**src/rtl/queue_word_serializer_pkg.sv**
```systemverilog
// Shared helpers for the queue word serializer: counter sizing derived from
// the word/beat geometry.
package queue_word_serializer_pkg;

    // Beat counter needs at least one bit even when a word is a single beat.
    function automatic int calc_cnt_w(input int beats);
        return (beats > 1) ? $clog2(beats) : 1;
    endfunction

endpackage

```
**src/rtl/queue_word_serializer.sv**
```systemverilog
// Pops words from a queue read port and streams them out as narrow beats,
// one beat per cycle, with back-to-back word reload on the final beat.
module queue_word_serializer
    import queue_word_serializer_pkg::*;
#(
    parameter int DATA_SIZE = 32,
    parameter int BEAT_SIZE = 8,
    parameter bit MSB_FIRST = 1'b0
) (
    input  logic                 clk,
    input  logic                 reset,
    input  logic                 kill,
    output logic                 in_rready,
    input  logic                 in_rvalid,
    input  logic [DATA_SIZE-1:0] in_rdata,
    output logic                 out_valid,
    input  logic                 out_ready,
    output logic [BEAT_SIZE-1:0] out_data,
    output logic                 out_last,
    output logic                 busy
);

    localparam int BEATS = DATA_SIZE / BEAT_SIZE;
    localparam int CNT_W = calc_cnt_w(BEATS);
    localparam logic [CNT_W-1:0] LAST_CNT = CNT_W'(BEATS - 1);

    if (DATA_SIZE % BEAT_SIZE != 0) begin : g_size_check
        $error("queue_word_serializer: DATA_SIZE must be a multiple of BEAT_SIZE");
    end

    typedef enum logic {
        IDLE = 1'b0,
        SEND = 1'b1
    } state_t;

    state_t               state_q, state_d;
    logic [DATA_SIZE-1:0] shreg_q, shreg_d;
    logic [CNT_W-1:0]     cnt_q, cnt_d;

    logic pop;
    logic beat_acc;
    logic [DATA_SIZE-1:0] shreg_shifted;

    assign out_valid = (state_q == SEND);
    assign out_last  = (state_q == SEND) && (cnt_q == LAST_CNT);
    assign busy      = (state_q == SEND);
    assign out_data  = MSB_FIRST ? shreg_q[DATA_SIZE-1 -: BEAT_SIZE]
                                 : shreg_q[BEAT_SIZE-1:0];

    // The pop decision never looks at in_rvalid, so the queue sees a stable ready.
    assign in_rready = !kill && ((state_q == IDLE) || (out_last && out_ready));
    assign pop       = in_rready && in_rvalid;
    assign beat_acc  = out_valid && out_ready && !kill;

    assign shreg_shifted = MSB_FIRST ? (shreg_q << BEAT_SIZE) : (shreg_q >> BEAT_SIZE);

    always_comb begin
        state_d = state_q;
        shreg_d = shreg_q;
        cnt_d   = cnt_q;
        if (kill) begin
            state_d = IDLE;
            cnt_d   = '0;
        end else if (pop) begin
            state_d = SEND;
            shreg_d = in_rdata;
            cnt_d   = '0;
        end else if (beat_acc) begin
            if (out_last) begin
                state_d = IDLE;
            end else begin
                shreg_d = shreg_shifted;
                cnt_d   = cnt_q + CNT_W'(1);
            end
        end
    end

    always_ff @(posedge clk) begin
        if (reset) begin
            state_q <= IDLE;
            shreg_q <= '0;
            cnt_q   <= '0;
        end else begin
            state_q <= state_d;
            shreg_q <= shreg_d;
            cnt_q   <= cnt_d;
        end
    end

endmodule

```
**config.mk**
```make
export PLATFORM = sky130hd
export DESIGN_NAME = queue_word_serializer
export DESIGN_NICKNAME = d
export VERILOG_FILES = /design/src/rtl/queue_word_serializer_pkg.sv /design/src/rtl/queue_word_serializer.sv
export SDC_FILE = /design/constraint.sdc
export NUM_CORES = 1
export LEC_CHECK = 0
export ABC_AREA = 1
export CORE_MARGIN = 8
export CORE_UTILIZATION = 35
export CTS_CLUSTER_DIAMETER = 60
export DETAILED_ROUTE_END_ITERATION = 7
export GPL_TIMING_DRIVEN = 0
export MAX_ROUTING_LAYER = met4
export SLEW_MARGIN = 25
export SYNTH_ARGS = -nofsm -noshare
export SYNTH_HDL_FRONTEND = slang
export SYNTH_SLANG_ARGS = --single-unit
```
**constraint.sdc**
```tcl
create_clock -name clk -period 1.51 [get_ports clk]
set_input_delay 0.151 -clock clk [delete_from_list [all_inputs] [get_ports clk]]
set_output_delay 0.151 -clock clk [all_outputs]
set_load 0.03 [all_outputs]
```
Word level (Yosys, flattened, before mapping)
Index checks and enable logic that the tools add are counted.
- register bits: 35
- memories kept: 0
- output and inout port bits: 12
- bits in read-only memories: 0
- bits in latches: 0
- bits in writable memories: 0
- word-level logic and storage cells: 30
- shift operators: 0
- eq/ne operators: 2
- $mul: 0
- order comparisons: 0
- divide/modulo/power cells: 0
- bitwise operators: 3
- add/sub/neg operators: 1
- reduce and logical (&&, ||, !) cells: 15
- muxes and demuxes: 6
- operators with widths (cell ; number):
    2-to-1 mux 32 bit ; 3
    logical AND 1 bit ; 6
    AND reduction 2 bit ; 2
    nonzero test 2 bit ; 2
    2-to-1 mux 1 bit ; 3
    inverter 1 bit ; 3
    AND reduction 3 bit ; 1
    OR reduction 3 bit ; 1
    adder 2 x 1 -> 2 bit, second input constant ; 1
    equality test 2 bit, second input constant ; 1
    != test 2 x 1 -> 1 bit, second input constant ; 1
    OR reduction 2 bit ; 1
    logical NOT 1 bit ; 1
    logical OR 1 bit ; 1

Depth between registers and ports, before layout
Gate-level depths: netlist (run 1).
- depth after elaboration: 8
- mapped depth: 9
- gate-level depth less buffers: 7

Least setup slack after synthesis (run 1)
No wires, ideal clock.
- path type: reg-to-reg
- start: register cnt_q[0]
- end: register shreg_q[24]
- buffers on the path: 0
- arrival time: 1391 ps
- slack: 48 ps
- data required time: 1440 ps
- cell stages (with the launch flop): 6
- path through: dfxtp_1 ha_1 nand2_1 a21oi_2 nand3_1 a21oi_1
- cells in the longest elaborated chain, start to end: 8
- elaborated cells on any way between the ends: 10
- classes of those cells: 2 x eq/ne; 1 x mux; 7 x reduce/logical
- ends and longest elaborated chain (what ; RTL line ; source):
    start: declaration ; queue_word_serializer.sv:38 ; logic [CNT_W-1:0] cnt_q, cnt_d;
    start signal: assignment ; queue_word_serializer.sv:86 ; cnt_q <= cnt_d;
    equality test 2 bit (*) ; queue_word_serializer.sv:45 ; assign out_last = (state_q == SEND) && (cnt_q == LAST_CNT);
    logical AND 1 bit (*) ; queue_word_serializer.sv:45 ;
    logical AND 1 bit (*) ; queue_word_serializer.sv:51 ; assign in_rready = !kill && ((state_q == IDLE) || (out_last && out_ready));
    logical OR 1 bit (*) ; queue_word_serializer.sv:51 ;
    logical AND 1 bit (*) ; queue_word_serializer.sv:51 ;
    named net in_rready ; queue_word_serializer.sv:13 ; output logic in_rready,
    logical AND 1 bit (*) ; queue_word_serializer.sv:52 ; assign pop = in_rready && in_rvalid;
    != test 2 x 1 -> 1 bit (no source line) / nonzero test 2 bit (equally long branches) ; n/a ;
    AND reduction 3 bit (no source line) ; n/a ;
    end signal: assignment ; queue_word_serializer.sv:85 ; shreg_q <= shreg_d;
    end: declaration ; queue_word_serializer.sv:37 ; logic [DATA_SIZE-1:0] shreg_q, shreg_d;
Mark *: on every way through the listed nets, which the timed path passes. The rest lies on a longest branch.
A chain may end at the register's enable or synchronous reset.

Worst setup path in the final report (run 1)
- start: register cnt_q[1]
- end: register shreg_q[31]
- cells in the longest elaborated chain, start to end: 8
- elaborated cells on any way between the ends: 10
- classes of those cells: 2 x eq/ne; 1 x mux; 7 x reduce/logical
- ends and longest elaborated chain (what ; RTL line):
    equality test 2 bit (*) ; queue_word_serializer.sv:45
    logical AND 1 bit (*) ; queue_word_serializer.sv:45
    logical AND 1 bit ; queue_word_serializer.sv:51
    logical OR 1 bit ; queue_word_serializer.sv:51
    logical AND 1 bit ; queue_word_serializer.sv:51
    logical AND 1 bit ; queue_word_serializer.sv:52
    != test 2 x 1 -> 1 bit (no source line) / nonzero test 2 bit (equally long branches) ; n/a
    AND reduction 3 bit (no source line) ; n/a
Every way passes the cells marked *; elsewhere a longest branch is shown, timed or not.

==> results.json, run 1 <==
{
  "outcome": "finished clean",
  "vdd_drop_max_uv": 402,
  "crit_start": "cnt_q[1]",
  "clock-sinks": 35,
  "cp.arrival_ns": 1.58,
  "drtAntennaViolNets": 0,
  "root_buffer": "clkbuf_8",
  "fin_cells": 416,
  "path_clk_slew_ns": 0.07,
  "cap_viol_max_count": 0,
  "layout.nets": 381,
  "final.setup_skew_ns": 0.00530,
  "seq_power_share_pct": 45.6,
  "drt-vias-per-instance": 4.87,
  "synth_top_family_by_area": "simple AND/OR/NAND/NOR gates",
  "die_y_um": 90.5,
  "fmax_mhz": 702,
  "regToRegEndpoint": "shreg_q[31]",
  "ys_seq_area_share_pct": 36.0,
  "multi_input_area_um2": 977,
  "cp.required_ns": 1.66,
  "total_leakage_power_nw": 1.23,
  "synthAdderAreaFrac_pct": 0.644,
  "synth.area.top_cells": "dfxtp_1 36%, nand3_1 17%, nand2_1 10%",
  "globalplace.congestion": 0.820,
  "die-area_um2": 8200,
  "syn_nets": 324,
  "fin_crit_ns": 1.42,
  "worst_setup_path_start_kind": "register",
  "utilization_pct": 49.6,
  "cts_tree": "yes",
  "setup_viol": 0,
  "synth_cell_type_count": 20,
  "start_util_pct": 35.7,
  "final-seq-area_um2": 704,
  "drive_gt1_share_pct": 15.1,
  "crit_path_end_kind": "register",
  "synth_compound_area_share_pct": 9.46,
  "grt-ovfl-total": 0,
  "netlist_instances": 286,
  "maxSlewViolCount": 0,
  "first_pass_iters": 4,
  "place_hpwl_mm": 3.93,
  "antenna_found_initial": 0,
  "worst_slew_pin_slew_ns": 0.548,
  "ctsHtreeMaxLevel": 2,
  "routedWlPerCell_um": 13.1,
  "rows": 27,
  "io_pins": 49,
  "grt_pass1_wl_mm": 8.79,
  "synth_xor_area_share_pct": 0,
  "cts_buffer_depth": 2,
  "post-route-period-util_pct": 94.3,
  "pwr-share-comb_pct": 20.3,
  "wl_mm": 5.47,
  "via_count": 2027,
  "grt_max_degree": 11,
  "synthMuxAreaShare_pct": 0,
  "reg2regPathDepth": 8,
  "clk_latency_ns": 0.29,
  "core_um2": 5440,
  "numCtsBuffers": 5,
  "hold_class": "primary input to register",
  "hold_viol": 0,
  "synthSimpleGateAreaFrac_pct": 37.6,
  "r2r_slack_ns": 0.09,
  "hold_buffers": 0,
  "timing.rr.start": "cnt_q[1]",
  "nFillCells": 592,
  "power_switching_w": 0.000597,
  "synth-seq-cells": 35,
  "sw_frac_of_total_pct": 27.0,
  "maxSlewHeadroom_pct": 63.5,
  "final_common_cell": "nand3_1",
  "yosysTopAreaCellShare_pct": 36.0,
  "critical_path.max_fanout": 10,
  "grt.total_usage_pct": 13.5,
  "power.internal_w": 0.00161,
  "power.density_nw_per_um2": 818,
  "worst-setup-path-type": "register to register",
  "drc": 0,
  "drtIter0Drc": 72,
  "dp.cells": 404,
  "syn_area_um2": 1940,
  "hold_start": "reset",
  "layout_common_cells": "67 x nand3_1, 52 x nand2_1, 34 x a21oi_1, 34 x clkdlybuf4s50_1, 32 x dfxtp_1",
  "grt_pass1_vias": 1847,
  "p_clk_share_pct": 34.1,
  "syn2layout_area_growth_pct": 38.9,
  "io_buffers": 46,
  "yosys.area.top_type": "dfxtp_1",
  "yosysWarnings": 0,
  "n_antenna_cell": 0,
  "synth_area_per_cell_um2": 6.80,
  "worstSetupEndpoint": "shreg_q[31]",
  "die_w_um": 90.5
}
==> repair_timing <==
item                                    in CTS  in global routing
resized for setup                           26                 12
gates cloned                                 0                  1
setup buffers                                1                  2
pin swaps                                    2                  2
endpoints found under the setup margin      43                 37
==> power by group through the flow <==
stage / Clock, W / Sequential [W] / Combinational (W)
after floorplan: 0 / 0.00102 / 0.000259
after global placement: 0 / 0.00103 / 0.000434
after detailed placement: 0 / 0.00103 / 0.000436
after CTS: 0.000774 / 0.00101 / 0.000433
after global routing: 0.000802 / 0.00101 / 0.000493
final: 0.000754 / 0.00101 / 0.000448
==> synthesized netlist by cell type <==
| master | n |
|---|---|
| buf_6 | 3 |
| nor2_4 | 1 |
| a21oi_1 | 34 |
| or2_0 | 1 |
| o21ai_0 | 1 |
| buf_1 | 3 |
| clkbuf_1 | 7 |
| buf_2 | 10 |
| a21oi_2 | 1 |
| nor2_2 | 1 |
| inv_1 | 28 |
| buf_4 | 11 |
| nand3_1 | 67 |
| nand4_1 | 24 |
| nand3_2 | 1 |
| dfxtp_1 | 35 |
| nand2_2 | 2 |
| ha_1 | 1 |
| nand2_1 | 53 |
| inv_2 | 2 |
==> flip-flops by register name (all words and copies together) (netlist names) <==
signal	flops
cnt_q	2
shreg_q	32
busy	1
==> per-layer routing <==
| metal | vias to the layer above | global-route usage [%] | wire length, µm |
|---|---|---|---|
| li1 | 1070 | - | - |
| met1 | 901 | 16.4 | 2620 |
| met2 | 47 | 20.4 | 2510 |
| met3 | 9 | 3.99 | 239 |
| met4 | 0 | 5.83 | 93 |
| met5 | - | - | 0 |
==> cell type report <==
class	instances	area share, %
Multi-Input combinational cell	187	36.2
Tap cell	72	3.34
Inverter	30	4.17
Timing Repair Buffer	50	18.4
Clock buffer	8	3.71
Buffer	34	8.06
Sequential cell	35	26.1
==> worst min path at each step <==
stage / cells after the start / endpoint / slack [ns]
floorplan: 2 / shreg_q[24] / 0.32
global placement: 2 / cnt_q[1] / 0.45
detailed placement: 2 / cnt_q[1] / 0.46
CTS: 2 / shreg_q[0] / 0.16
global route: 2 / shreg_q[0] / 0.20
finish: 2 / shreg_q[0] / 0.16
==> logic make-up (layout without fill, tap and decap cells) <==
| kind of cell | Yosys count | count (layout) |
|---|---|---|
| adders and majority gates | 1 | 1 |
| buffers and inverters | 64 | 122 |
| and+or+nand+nor | 150 | 150 |
| AOI/OAI and AO/OA | 36 | 36 |
| DFF | 35 | 35 |
==> worst max-delay path, cell delays in order (launching register included) <==
cell,delay (ns)
dfxtp_2,0.36
ha_4,0.18
nand2_4,0.08
nand2_4,0.13
nand3_4,0.12
buf_8,0.16
buf_6,0.13
nand3_1,0.07
a21oi_1,0.06
==> stage by stage <==
stage	cell area, µm²	total power (W)	hold WS [ns]	setup TNS, ns	worst slack [ns]
6_report	2700	0.00221	0.157	0	0.0864
5_1_grt	2700	0.00231	0.200	-0.0153	-0.00719
4_1_cts	2620	0.00221	0.162	-0.00575	-0.00575
3_5_place_dp	2490	0.00146	0.458	-6.56	-0.528
3_3_place_gp	2490	0.00146	0.454	-6.46	-0.496
2_1_floorplan	1940	0.00128	0.319	0	0.0483
Note: power is estimated with default switching activity, not from simulation.
==> inputs of run 2 (changes only) <==
--- a/config.mk
+++ b/config.mk
@@ -5,8 +5,6 @@
 export SDC_FILE = /design/constraint.sdc
 export NUM_CORES = 1
 export LEC_CHECK = 0
-export ABC_AREA = 1
-export CORE_MARGIN = 8
 export CORE_UTILIZATION = 35
 export CTS_CLUSTER_DIAMETER = 60
 export DETAILED_ROUTE_END_ITERATION = 7
==> results.json, run 2 <==
{
  "critical_path.max_fanout": 10,
  "cts_tree": "yes",
  "grtUsageMet2_pct": 29.2,
  "grt_busiest_layer": "met2",
  "grt_pass1_wl_mm": 7.26,
  "async_reset_ff_share_pct": 0,
  "synth_area_per_cell_um2": 9.05,
  "setup_viol": 0,
  "via_count": 1654,
  "rows": 26,
  "hold_viol": 0,
  "synth-edff-count": 0,
  "worst_slew_pin_slew_ns": 0.718,
  "synth_top_cells_by_count": "50 x nand2_1, 35 x dfxtp_1, 25 x nor3_1",
  "cts_buffer_depth": 2,
  "start_util_pct": 36.1,
  "yosysWarnings": 0,
  "routedWlPerCell_um": 13.1,
  "syn_nets": 242,
  "post-route-period-util_pct": 97.3,
  "crit_path_end_kind": "register",
  "crit_start": "cnt_q[1]",
  "total_power_w": 0.00208,
  "outcome": "finished clean",
  "ys.flop_type": "dfxtp_1",
  "path_clk_slew_ns": 0.06,
  "synth_cell_type_count": 26,
  "antenna_found_initial": 0,
  "hold_class": "primary input to register",
  "die_w_um": 74.6,
  "timing.rr.start": "cnt_q[1]",
  "globalplace.congestion": 0.711,
  "grt.total_usage_pct": 17.7,
  "hold_buffers": 0,
  "numCtsBuffers": 5,
  "root_buffer": "clkbuf_8",
  "io_buffers": 47,
  "ys_seq_area_share_pct": 38.0,
  "n_antenna_cell": 0,
  "cp.required_ns": 1.65,
  "maxSlewHeadroom_pct": 52.2,
  "layout_common_cells": "50 x nand2_1, 34 x clkdlybuf4s50_1, 33 x dfxtp_1, 25 x nor3_1, 23 x a311oi_2",
  "fmax_mhz": 681,
  "syn_area_um2": 1850,
  "first_pass_iters": 4,
  "grt-ovfl-total": 0,
  "drtAntennaViolNets": 0,
  "grt_pass1_vias": 1571,
  "setup-tns-final_ns": 0,
  "largest_reg_flops": 32,
  "use_met3_pct": 3.21,
  "power.density_nw_per_um2": 808,
  "synth.area.top_cells": "dfxtp_1 38%, a311oi_2 18%, nand2_1 10%",
  "yosys.area.top_type": "dfxtp_1",
  "final_common_cell": "nand2_1",
  "drc": 0,
  "slowest_delay_ns": 0.33,
  "ctsHtreeMaxLevel": 2,
  "total_leakage_power_nw": 0.934,
  "drive_gt1_share_pct": 26.8,
  "drtIter0Drc": 54,
  "hold_start": "kill",
  "io_pins": 49,
  "grt_max_degree": 11,
  "worst-setup-path-type": "register to register",
  "drt-vias-per-instance": 4.94,
  "die-area_um2": 5570,
  "fin_crit_ns": 1.47,
  "clock-sinks": 35,
  "yosysTopAreaCellShare_pct": 38.0,
  "vdd_drop_max_uv": 315,
  "dpl-instance-area_um2": 2400,
  "syn2layout_area_growth_pct": 39.6,
  "layout.nets": 302,
  "slowest_stage": "dfxtp_1",
  "top_register": "shreg_q",
  "met1_usage_pct": 21.7,
  "wl_mm": 4.41,
  "fin_area_um2": 2580,
  "final.setup_skew_ns": 0.00715,
  "path_cells": "ha_4 -> a21bo_2 -> buf_4 -> nand2_4 -> clkbuf_8 -> a311oi_2",
  "die_y_um": 74.6,
  "netlist_instances": 204,
  "place_hpwl_mm": 3.17,
  "core_um2": 5110,
  "worst_setup_path_start_kind": "register",
  "cp.arrival_ns": 1.61,
  "maxSlewViolCount": 0,
  "whs_ns": 0.259,
  "clk_latency_ns": 0.29,
  "yosysMostFrequentCell": "nand2_1",
  "synth-seq-cells": 35,
  "cap_viol_max_count": 0
}
[run 2: cell types whose count changed in the layout (fill, tap and decap cells not counted), moves of 3 or more]
cell	delta
buf_2	-3
nand3_1	-59
buf_6	+3
nand4_1	-24
o211ai_1	+8
a21oi_1	-26
nor3_1	+25
inv_1	-28
buf_4	+8
nor2_1	+3
clkbuf_4	-3
a311oi_2	+23
[run 2: timing repair]
action                                  4_1_cts  5_1_grt
pin swaps                                     1        1
buffers inserted                              4        2
endpoints found under the setup margin       43       23
resized for setup                            29        6
[run 2: layout make-up]
type | instances | area [µm²]
Fill cell | 534 | 2530
Tap cell | 70 | 87.6
Clock buffer | 7 | 76.3
Timing Repair Buffer | 53 | 504
Clock inverter | 1 | 5.00
Sequential cell | 35 | 703
Buffer | 31 | 244
Multi-Input combinational cell | 138 | 956
[run 2: cells by family (layout without fill, tap and decap cells)]
kind of cell	Yosys count	after routing	share of synthesized area, %
simple gates	93	93	23.0
compound gates	43	43	26.2
flops	35	35	38.0
buf+inv	31	92	11.7
fa+ha+maj	1	1	0.678
xor+xnor	1	1	0.475
[run 2: per-layer routing]
metal	vias up	wire length (µm)
met4	0	59
met1	760	2050
met5	-	0
met2	38	2120
li1	848	-
met3	8	174
[run 2: metrics by stage]
stage	util [%]	setup WS (ns)	cells
floorplan	-	0.0135	204
global placement	47.1	-0.602	321
detailed placement	47.1	-0.612	321
finish	50.4	0.0408	335
CTS	49.8	0.00420	333
global route	50.4	-0.00231	335
[run 2: worst paths after layout]
kind                 end  slack (ns)  depth (start not counted)
max           shreg_q[7]        0.04                          6
min                 busy        0.26                          2
max reg2reg   shreg_q[7]        0.04                          6
min reg2reg  shreg_q[30]        0.49                          2
[run 2: critical path, delay by kind of cell (launching register included)]
kind	cells	cell delay (ns)
flops	1	0.33
compound gates	2	0.31
buf+inv	2	0.37
fa+ha+maj	1	0.19
simple gates	1	0.12
[run 2: report_power, final]
group	leakage (nW)	internal, W	switching [W]
Combinational	0.603	0.000224	0.000205
Sequential	0.288	0.000980	0.0000295
Clock	0.0422	0.000323	0.000320
Total	0.934	0.00153	0.000555
==> inputs of run 3 (changes only) <==
--- a/config.mk
+++ b/config.mk
@@ -8,6 +8,7 @@
 export CORE_UTILIZATION = 35
 export CTS_CLUSTER_DIAMETER = 60
 export DETAILED_ROUTE_END_ITERATION = 7
+export DONT_BUFFER_PORTS = 1
 export GPL_TIMING_DRIVEN = 0
 export MAX_ROUTING_LAYER = met4
 export SLEW_MARGIN = 25
==> results.json, run 3 (synthesis results as in run 2) <==
{
  "antenna_found_initial": 0,
  "maxSlewHeadroom_pct": 51.1,
  "grt_max_degree": 12,
  "nFillCells": 524,
  "timing.rr.start": "cnt_q[0]",
  "hold_viol": 0,
  "cap_viol_max_count": 0,
  "seq_power_share_pct": 43.3,
  "cts_tree": "yes",
  "fin_crit_ns": 1.46,
  "wl_mm": 4.40,
  "utilization_pct": 44.0,
  "first_pass_iters": 4,
  "cp.required_ns": 1.71,
  "maxSlewViolCount": 0,
  "layout.nets": 257,
  "fmax_mhz": 684,
  "globalplace.congestion": 0.707,
  "post-route-period-util_pct": 96.9,
  "io_pins": 49,
  "ctsHtreeMaxLevel": 2,
  "layout_common_cells": "48 x nand2_1, 32 x dfxtp_1, 25 x nor3_1, 23 x a311oi_2, 19 x buf_4",
  "sw_frac_of_total_pct": 24.2,
  "drtAntennaViolNets": 0,
  "io_buffers": 0,
  "cts_buffer_depth": 2,
  "rows": 26,
  "numCtsBuffers": 5,
  "p_clk_share_pct": 43.2,
  "path_clk_slew_ns": 0.07,
  "core_um2": 5110,
  "worst-setup-path-type": "register to register",
  "setup_ws_ns": 0.0471,
  "final.setup_skew_ns": 0.00446,
  "hold_class": "primary input to register",
  "slowest_stage": "dfxtp_4",
  "top_register": "shreg_q",
  "min_to": "shreg_q[28]",
  "hold_path_depth": 2,
  "multi_input_area_um2": 995,
  "worst_setup_path_start_kind": "register",
  "root_buffer": "clkbuf_8",
  "path_cells": "ha_4 -> and4bb_1 -> buf_6 -> buf_8 -> nand2_2 -> a311oi_2",
  "die_y_um": 74.6,
  "power.internal_w": 0.00177,
  "syn2layout_area_growth_pct": 21.8,
  "final-seq-area_um2": 709,
  "reg2regPathDepth": 6,
  "grt-ovfl-total": 0,
  "routedWlPerCell_um": 15.2,
  "outcome": "finished clean",
  "worst_slew_pin_slew_ns": 0.734,
  "clock-sinks": 35,
  "slowest_delay_ns": 0.35,
  "hold_start": "in_rdata[28]",
  "vdd_drop_max_uv": 362,
  "drc": 0,
  "r2r_slack_ns": 0.05,
  "via_count": 1493,
  "dp_slack_ns": -0.268,
  "cp.arrival_ns": 1.66,
  "setup_viol": 0,
  "grt.total_usage_pct": 17.7,
  "rsz0062_at_grt": "yes",
  "clk_latency_ns": 0.29,
  "start_util_pct": 36.1,
  "die-area_um2": 5570,
  "final_common_cell": "nand2_1",
  "largest_reg_flops": 32,
  "drive_gt1_share_pct": 34.5,
  "regToRegEndpoint": "shreg_q[9]",
  "pwr-share-comb_pct": 13.6,
  "power.density_nw_per_um2": 1040,
  "crit_path_end_kind": "register",
  "total_leakage_power_nw": 0.748,
  "die_w_um": 74.6,
  "critical_path.max_fanout": 10,
  "drtIter0Drc": 106,
  "power_switching_w": 0.000565,
  "place_hpwl_mm": 3.14,
  "n_antenna_cell": 0,
  "drt-vias-per-instance": 5.15,
  "grt_pass1_vias": 1486,
  "grt_pass1_wl_mm": 7.18
}
[run 3: worst max path at each step]
stage | from | to | slack [ns] | depth (start not counted)
after CTS | busy | in_rready | 0.01 | 3
after global routing | cnt_q[0] | shreg_q[9] | -0.01 | 6
after floorplan | busy | shreg_q[10] | 0.01 | 5
after global placement | busy | shreg_q[9] | -0.24 | 4
after detailed placement | busy | shreg_q[9] | -0.27 | 4
final | cnt_q[0] | shreg_q[9] | 0.05 | 6
[run 3: area by class of cell]
| class | count | share of cell area (%) |
|---|---|---|
| multi-input combinational | 138 | 44.3 |
| sequential | 35 | 31.6 |
| buffer | 31 | 10.7 |
| tap | 70 | 3.90 |
| timing repair buffer | 8 | 3.67 |
| clock buffer | 6 | 3.23 |
| clock inverter | 2 | 2.67 |
[run 3: power by group through the flow]
stage,sequential (W),combinational [W],clock [W]
floorplan,0.00102,0.000252,0
global placement,0.00103,0.000288,0
detailed placement,0.00103,0.000292,0
CTS,0.00101,0.000309,0.00103
global route,0.00102,0.000345,0.00108
finish,0.00101,0.000317,0.00101
[run 3: metal layers]
| metal | vias to the layer above | routed length [µm] | global-route usage [%] |
|---|---|---|---|
| met3 | 6 | 238 | 4.55 |
| li1 | 757 | - | - |
| met2 | 41 | 2030 | 28.3 |
| met1 | 689 | 2090 | 22.1 |
| met4 | 0 | 42 | 5.03 |
| met5 | - | 0 | - |
[run 3: worst max-delay path, delay by kind of cell, from the launching register on]
kind | cells | cell delay [ns]
fa+ha+maj | 1 | 0.17
buf+inv | 2 | 0.28
compound gates | 1 | 0.24
simple gates | 2 | 0.32
flops | 1 | 0.35
[run 3: timing repair]
action / CTS / global route
hold buffers: 2 / 0
gates resized for setup: 10 / 13
cloned: 0 / 1
hold endpoints to repair: 4 / 0
setup buffers: 4 / 1
pin swaps: 1 / 5
setup endpoints to repair: 33 / 27
[run 3: through the flow]
| step | cells | cell area (µm²) | setup TNS [ns] | hold WS, ns | power [W] |
|---|---|---|---|---|---|
| global route | 290 | 2250 | -0.0132 | 0.00626 | 0.00244 |
| finish | 290 | 2250 | 0 | 0.00605 | 0.00234 |
| floorplan | 204 | 1850 | 0 | 0.227 | 0.00128 |
| global placement | 274 | 1930 | -5.59 | 0.231 | 0.00132 |
| CTS | 288 | 2160 | 0 | 0.000378 | 0.00235 |
| detailed placement | 274 | 1930 | -6.23 | 0.234 | 0.00133 |
